### src/rtl/load_hazard_scoreboard.sv
// load_hazard_scoreboard
//   ID-stage hazard unit with a per-register load scoreboard. Each register
//   has a small down-counter that is loaded with LOAD_LAT when a load to it
//   issues and counts down on every cycle the data memory is not busy. While
//   a source operand of the ID instruction has a nonzero count, the PC and
//   IF/ID are held and a bubble is pushed into ID/EX. Also sequences HLT
//   (drain outstanding loads, then halt), branch flush and memory freeze, and
//   keeps a saturating count of hazard-stall cycles.
//
// Ports
//   clk, rst                  clock; synchronous active-high reset
//   id_valid, id_opcode       ID instruction present / its opcode
//   id_rs, id_rt              ID source registers
//   id_uses_rs, id_uses_rt    source is actually read
//   id_is_load, id_rd         ID instruction is a load / its destination
//   ex_flush                  redirect resolved in EX; squash ID this cycle
//   mem_busy                  data memory stalled; freeze everything
//   pc_write, if_id_write     PC / IF/ID write enables
//   id_ex_bubble              select NOP into ID/EX
//   halted                    sticky halt flag (registered)
//   stall_cycles              saturating hazard-stall cycle count
module load_hazard_scoreboard #(
    parameter int         REG_W      = 4,
    parameter int         LOAD_LAT   = 1,
    parameter int         R0_ZERO    = 1,
    parameter logic [3:0] HLT_OPCODE = 4'hF,
    parameter int         SCNT_W     = 16
) (
    input  logic              clk,
    input  logic              rst,
    input  logic              id_valid,
    input  logic [3:0]        id_opcode,
    input  logic [REG_W-1:0]  id_rs,
    input  logic [REG_W-1:0]  id_rt,
    input  logic              id_uses_rs,
    input  logic              id_uses_rt,
    input  logic              id_is_load,
    input  logic [REG_W-1:0]  id_rd,
    input  logic              ex_flush,
    input  logic              mem_busy,
    output logic              pc_write,
    output logic              if_id_write,
    output logic              id_ex_bubble,
    output logic              halted,
    output logic [SCNT_W-1:0] stall_cycles
);

    localparam int NUM_REGS = 2 ** REG_W;
    localparam int CNT_W    = (LOAD_LAT < 2) ? 1 : $clog2(LOAD_LAT + 1);
    localparam logic [CNT_W-1:0] LAT_CNT = CNT_W'(LOAD_LAT);

    typedef enum logic [1:0] {
        ST_RUN,
        ST_HALT_DRAIN,
        ST_HALTED
    } state_e;

    state_e            state_q, state_d;
    logic [CNT_W-1:0]  busy_q [NUM_REGS];
    logic [CNT_W-1:0]  busy_d [NUM_REGS];
    logic [SCNT_W-1:0] stall_q, stall_d;
    logic              halted_q, halted_d;

    logic rs_zero, rt_zero, rd_zero;
    logic rs_hit, rt_hit, hazard, is_hlt, all_clear, issue;

    // Hazard detection and scoreboard-drain status.
    always_comb begin
        rs_zero   = (R0_ZERO != 0) && (id_rs == '0);
        rt_zero   = (R0_ZERO != 0) && (id_rt == '0);
        rd_zero   = (R0_ZERO != 0) && (id_rd == '0);
        rs_hit    = id_uses_rs && !rs_zero && (busy_q[id_rs] != '0);
        rt_hit    = id_uses_rt && !rt_zero && (busy_q[id_rt] != '0);
        hazard    = id_valid && (rs_hit || rt_hit);
        is_hlt    = id_valid && (id_opcode == HLT_OPCODE);
        all_clear = 1'b1;
        for (int r = 0; r < NUM_REGS; r++) begin
            if (busy_q[r] != '0) all_clear = 1'b0;
        end
    end

    // Output priority and FSM next state: flush, then memory freeze, then
    // the halt states, then HLT entry, then the load-use hazard.
    always_comb begin
        pc_write     = 1'b1;
        if_id_write  = 1'b1;
        id_ex_bubble = 1'b0;
        state_d      = state_q;
        stall_d      = stall_q;
        issue        = 1'b0;
        if (ex_flush) begin
            id_ex_bubble = 1'b1;
            if (state_q == ST_HALT_DRAIN) state_d = ST_RUN;
        end else if (mem_busy) begin
            pc_write    = 1'b0;
            if_id_write = 1'b0;
        end else begin
            case (state_q)
                ST_RUN: begin
                    if (is_hlt) begin
                        pc_write     = 1'b0;
                        if_id_write  = 1'b0;
                        id_ex_bubble = 1'b1;
                        state_d      = ST_HALT_DRAIN;
                    end else if (hazard) begin
                        pc_write     = 1'b0;
                        if_id_write  = 1'b0;
                        id_ex_bubble = 1'b1;
                        if (stall_q != '1) stall_d = stall_q + 1'b1;
                    end else begin
                        issue = id_valid;
                    end
                end
                ST_HALT_DRAIN: begin
                    pc_write     = 1'b0;
                    if_id_write  = 1'b0;
                    id_ex_bubble = 1'b1;
                    if (all_clear) state_d = ST_HALTED;
                end
                default: begin
                    pc_write     = 1'b0;
                    if_id_write  = 1'b0;
                    id_ex_bubble = 1'b1;
                end
            endcase
        end
        halted_d = (state_d == ST_HALTED);
    end

    // Scoreboard: age every pending load unless frozen; a newly issued load
    // overrides the decrement of its own destination.
    always_comb begin
        for (int r = 0; r < NUM_REGS; r++) begin
            if (!mem_busy && (busy_q[r] != '0)) busy_d[r] = busy_q[r] - 1'b1;
            else                                busy_d[r] = busy_q[r];
        end
        if (issue && id_is_load && !rd_zero) busy_d[id_rd] = LAT_CNT;
    end

    always_ff @(posedge clk) begin
        if (rst) begin
            state_q  <= ST_RUN;
            stall_q  <= '0;
            halted_q <= 1'b0;
            for (int r = 0; r < NUM_REGS; r++) busy_q[r] <= '0;
        end else begin
            state_q  <= state_d;
            stall_q  <= stall_d;
            halted_q <= halted_d;
            for (int r = 0; r < NUM_REGS; r++) busy_q[r] <= busy_d[r];
        end
    end

    assign halted       = halted_q;
    assign stall_cycles = stall_q;

endmodule

### config.mk
export PLATFORM = sky130hd
export DESIGN_NAME = load_hazard_scoreboard
export DESIGN_NICKNAME = d
export VERILOG_FILES = /design/src/rtl/load_hazard_scoreboard.sv
export SDC_FILE = /design/constraint.sdc
export NUM_CORES = 1
export LEC_CHECK = 0
export ABC_AREA = 1
export CAP_MARGIN = 20
export CORE_MARGIN = 5
export CORE_UTILIZATION = 40
export CTS_CLUSTER_SIZE = 16
export DETAILED_ROUTE_END_ITERATION = 10
export GPL_TIMING_DRIVEN = 0
export SYNTH_ARGS = -nofsm -noshare
export SYNTH_HDL_FRONTEND = slang
export SYNTH_SLANG_ARGS = --single-unit
### constraint.sdc
create_clock -name clk -period 4.8 [get_ports clk]
set_clock_uncertainty 0.05 [all_clocks]
set_input_delay 0.48 -clock clk [delete_from_list [all_inputs] [get_ports clk]]
set_output_delay 0.48 -clock clk [all_outputs]
set_load 0.01 [all_outputs]
Yosys cells after proc, flatten, opt, wreduce, memory -nomap -nowiden
Memories as Yosys holds them, arrays and structs flattened.
Cells that the tools add are included.
{"block": "classes", "addsub": 17, "n_lt_le_gt_ge": 2, "eq_ne": 4, "mux": 75, "bitwise": 21, "n_reduce_logical": 35}
{"operator": "2-to-1 mux 1 bit", "n": 67}
{"operator": "logical AND 1 bit", "n": 25}
{"operator": "adder 16 x 1 -> 16 bit (second input constant)", "n": 1}
{"operator": "2-to-1 mux 16 bit", "n": 1}
{"operator": "inequality test 16 bit (second input constant)", "n": 1}
{"operator": "bitwise OR 1 bit", "n": 16}
{"operator": "bitwise OR 16 bit", "n": 1}
{"operator": "subtractor 1 bit (second input constant)", "n": 16}
{"operator": "logical NOT 4 bit", "n": 3}
{"operator": "2-to-1 mux 2 bit", "n": 5}
{"operator": "AND reduction 6 bit", "n": 1}
{"operator": "greater-or-equal comparator 5 bit (second input constant)", "n": 1}
{"operator": "< comparator 5 x 1 -> 1 bit (second input constant)", "n": 1}
{"operator": "NOT 4 -> 5 bit", "n": 1}
{"operator": "demux 1 bit (select 4 bit)", "n": 1}
{"operator": "== test 4 bit (second input constant)", "n": 1}
{"operator": "logical NOT 1 bit", "n": 4}
{"operator": "case mux 2 bit (2 select lines)", "n": 1}
{"operator": "NOT 1 bit", "n": 3}
{"operator": "== test 2 x 1 -> 1 bit (second input constant)", "n": 1}
{"operator": "== test 2 bit (second input constant)", "n": 1}
{"operator": "logical NOT 2 bit", "n": 1}
{"operator": "logical OR 1 bit", "n": 1}
{"block": "word_totals", "regBits": 19, "ram_bits": 16, "in_bits": 24, "out_inout_bits": 20, "elab_cells": 158, "n_memories": 1}
{"memory": "busy_q", "words": 16, "word_bits": 1, "read_ports": 18, "rd_clocked_by_memory_dff": 0, "write_ports": 16, "line": "59", "rtl": "logic [CNT_W-1:0] busy_q [NUM_REGS];"}

Depth between registers and ports, before layout
Gate-level depths: netlist of run 1.
{"block": "depth", "depth_word": 21, "ltp_mapped": 15, "ltp_nobuf": 14}

Worst setup path before layout of run 1
OpenSTA, ideal clock, no wires.
{"block": "synth_path", "path_type": "input to output", "from": "in id_rt[0]", "to": "out pc_write", "arrival_time_ns": 1.764, "t_required_ns": 4.270, "path_slack_ns": 2.506, "stages": 14, "n_path_buf": 2, "path_cell_list": "buf_6 -> inv_6 -> nand2_1 -> nand3_1 -> nand2_1 -> nand2_1 -> nand3_1 -> nand2_1 -> nand2_2 -> nand2_4 -> nand2_1 -> nand2_1 -> o21ai_0 -> buf_4"}
{"block": "synth_between", "elab_chain_len": 11, "elab_cells_between_ends": 12, "classes_between": "mux: 5; reduce/logical: 6; memory: 1"}
{"element": "from (decl)", "line": "34", "rtl": "input logic [REG_W-1:0] id_rt,"}
{"element": "parallel branches: the longest is 3 deep, another holds memory read (16 x 1 bit)"}
{"element": "logical AND 1 bit *", "line": "73", "rtl": "rt_hit = id_uses_rt && !rt_zero && (busy_q[id_rt] != '0);"}
{"element": "logical OR 1 bit *", "line": "74", "rtl": "hazard = id_valid && (rs_hit || rt_hit);"}
{"element": "logical AND 1 bit *", "line": "74"}
{"element": "2-to-1 mux 1 bit * (5 in series)"}
{"element": "to (decl)", "line": "41", "rtl": "output logic pc_write,"}
Mark *: on every way between the ends.

Final worst setup path of run 1
{"block": "layout_path", "from": "in id_rt[2]", "to": "out pc_write"}
{"block": "layout_between", "elab_chain_len": 11, "elab_cells_between_ends": 12, "classes_between": "mux: 5; reduce/logical: 6; memory: 1"}
{"element": "parallel branches: the longest is 3 deep, another holds memory read (16 x 1 bit)"}
{"element": "logical AND 1 bit *", "line": "73"}
{"element": "logical OR 1 bit *", "line": "74"}
{"element": "logical AND 1 bit *", "line": "74"}
{"element": "2-to-1 mux 1 bit *", "line": "105", "rtl": "end else if (hazard) begin"}
{"element": "2-to-1 mux 1 bit *", "line": "100", "rtl": "if (is_hlt) begin"}
{"element": "2-to-1 mux 1 bit *", "line": "98", "rtl": "case (state_q)"}
{"element": "2-to-1 mux 1 bit *", "line": "94", "rtl": "end else if (mem_busy) begin"}
{"element": "2-to-1 mux 1 bit *", "line": "91", "rtl": "if (ex_flush) begin"}
Marks and branches as above.

==> results of run 1 <==
## power breakdown
group          leakage [nW]  total, mW  internal [mW]  switching [mW]
combinational         0.765     0.0883         0.0378          0.0505
clock                0.0515      0.237          0.131           0.106
sequential            0.282      0.292          0.291         0.00102
total                  1.10      0.617          0.460           0.157
## metrics by stage
stage                     instance area (um^2)  std cells  hold WS, ns  worst slack (ns)  power (mW)
final                                     2930        465        0.439              1.57       0.617
after global routing                      2930        465        0.459              1.30       0.646
after CTS                                 2930        465        0.442              1.55       0.624
after detailed placement                  2830        457        0.431              1.55       0.387
after global placement                    2830        457        0.429              1.55       0.387
after floorplan                           2340        345        0.393              2.51       0.349
## synthesized netlist by cell type (2+ instances only)
master	instances	area (um^2)
o21ai_0	4	20.0
a41oi_1	2	17.5
nand4_1	23	144
nand2_2	13	81.3
xnor2_1	6	52.6
inv_1	39	146
nand3_2	3	30.0
dfxtp_1	35	701
a21oi_1	6	30.0
nor3_2	3	30.0
nor4_1	2	12.5
nand2_1	108	405
nor3_1	8	40.0
o21ai_1	5	25.0
nor2_2	3	18.8
xor2_1	7	61.3
nor2_1	17	63.8
buf_6	6	67.6
inv_2	2	7.51
a21oi_2	9	78.8
o22ai_1	6	37.5
nand3_1	22	110
## per-layer routing
layer / part of all wire / wire length, um / GRT usage
met4: 0.0058 / 37 / 0.0510
met2: 0.51 / 3220 / 0.322
met5: 0 / 0 / 0
met1: 0.44 / 2820 / 0.214
met3: 0.044 / 278 / 0.0361
## placed cells by master (no fill, tap or decap), types with 4 or more instances in the layout
cell type and instances:
nor3_1 8, dfxtp_1 35, a21oi_1 6, o21ai_1 5, nor2_1 17, clkdlybuf4s50_1 40
inv_1 39, o22ai_1 6, nand4_1 23, nand2_2 13, buf_6 6, xnor2_1 6
o21ai_0 4, a21oi_2 9, clkbuf_8 7, nand3_1 22, nand2_1 108, xor2_1 7
## state kept, by name, indices dropped and copies added, names as in the netlist
register	count
stall_cycles	16
halted	1
state_q	2
busy_q	16
## critical path: stages
cell and delay, ns:
clkdlybuf4s50_1 0.50, inv_1 0.18, nand3_1 0.09, nand2_1 0.07
nand2_1 0.05, nand3_1 0.07, nand2_1 0.06, nand2_2 0.07
nand2_4 0.11, nand2_1 0.08, nand2_1 0.06, o21ai_0 0.21
buf_4 0.14, clkdlybuf4s50_1 0.52
## worst paths after layout
kind	startpoint	end	slack [ns]	depth (start not counted)
max	id_rt[2]	pc_write	1.57	14
min	busy_q[12]	busy_q[12]	0.44	2
max reg2reg	stall_cycles[0]	stall_cycles[4]	2.70	10
min reg2reg	busy_q[12]	busy_q[12]	0.44	2
## layout make-up
cell class | count | share of cell area
multi-input combinational | 256 | 0.465
clock buffer | 8 | 0.0342
buffer | 11 | 0.0367
timing repair buffer | 40 | 0.137
tap | 72 | 0.0307
inverter | 43 | 0.0576
sequential | 35 | 0.239
## kinds of logic (layout without fill, tap and decap cells)
family / count (synthesis) / in the layout / synth area share
AND/OR/NAND/NOR: 207 / 207 / 0.428
adder cells (fa/ha/maj): 1 / 1 / 0.00535
flip-flops: 35 / 35 / 0.299
XOR/XNOR: 13 / 13 / 0.0487
buffers and inverters: 54 / 102 / 0.118
AO/OA/AOI/OAI: 35 / 35 / 0.101
==> summary.txt, run 1 <==
max_slew headroom -> 0.551
GRT overflow -> 0
Setup Buffers After CTS -> 0
antenna cells -> 0
crit path launch type -> primary input
Fin. Hold Viols -> 0
actual slew at the worst max-slew pin -> 0.673 ns
post-synthesis cell area -> 2340 um^2
max-slew violation count -> 0
Post-synth EDFFs -> 0
CTS resizes -> 0
vias -> 2359
Synth Warn # -> 0
post-synth cell types -> 38
# IOs -> 44
die footprint -> 7480 um^2
hold_buf cts -> 0
root buf cell -> clkbuf_8
RSZ-0062 raised after global routing -> false
ANT nets after route -> 0
Power Dens Cells -> 211 nW/um^2
post-layout util -> 0.523
Port Buffers -> 40
drt wl/cell -> 13.7 um
CTS tree -> done
FFs w/ async S/R, synth -> 0
Die W -> 86.5 um
Routed Wire Length -> 6.36 mm
Routability Congestion -> 0.901
setup tns final -> 0 ns
Rows -> 27
FILL cells -> 587
Mean Syn Cell Area -> 6.78 um^2
Mapped Nets -> 370
# DRC -> 0
share of cells above drive strength 1 -> 0.142
CP max FO -> 9
initial antenna violation count -> 0
crit path DAT -> 2.70 ns
Critical Path RT -> 4.27 ns
routed vias/inst -> 5.07
Storage cell area -> 701 um^2
sequential area share after synthesis -> 0.299
CTS buffer count -> 5
clock sinks -> 35
critical path class -> in2out
Fmax -> 0.310 GHz
area taken by multi-input logic gates -> 1360 um^2
first-pass GRT wire length -> 10.9 mm
CORE AREA -> 5610 um^2
leakage -> 1.10 nW
final period utilization -> 0.672
Pre-Repair DR Iteration Count -> 4
Worst setup EP type -> primary output
GRT Util Overall -> 0.179
dpl hpwl -> 4.88 mm
vias in the first global route -> 2408
Area Growth Syn to Fin -> 25.2%
DRT iter0 DRCs -> 94
Cells after Synth -> 345
Starting Density -> 0.417
clock latency on the worst-skew pair -> 0.29 ns
CTS Buffer Depth -> 2
final setup vio count -> 0
Worst VDD drop -> 146 uV
Final min period -> 3.23 ns
H-tree levels -> 2
Hold Path Class -> reg2reg
Max-cap violations -> 0
Seq cells post-synth -> 35
status -> finished, final reports clean
largest net degree at the start of global routing -> 11
Nets -> 417
Die Ht -> 86.5 um
CTS clk-pin slew, worst paths -> 0.07 ns
Top FF cell, synth -> dfxtp_1
Note: power is estimated with default switching activity, not from simulation.
==> inputs of run 2 (changes only) <==
==> constraint.sdc (replaced) <==
create_clock -name clk -period 3.3 [get_ports clk]
set_clock_uncertainty 0.05 [all_clocks]
set_input_delay 0.33 -clock clk [delete_from_list [all_inputs] [get_ports clk]]
set_output_delay 0.33 -clock clk [all_outputs]
set_load 0.01 [all_outputs]
==> results of run 2 <==
The final DEF is identical to that of run 1. Status: finished, final reports clean.
Main changes from that run: setup slack after placement 1.55 ns -> 0.353 ns; setup slack after layout 1.57 ns -> 0.372 ns; hold slack 0.439 ns -> 0.316 ns; register-to-register setup slack 2.70 ns -> 1.20 ns; end point of the worst hold path busy_q[12] -> stall_cycles[15]; total power 0.617 mW -> 0.897 mW; worst IR drop on VDD 146 uV -> 212 uV
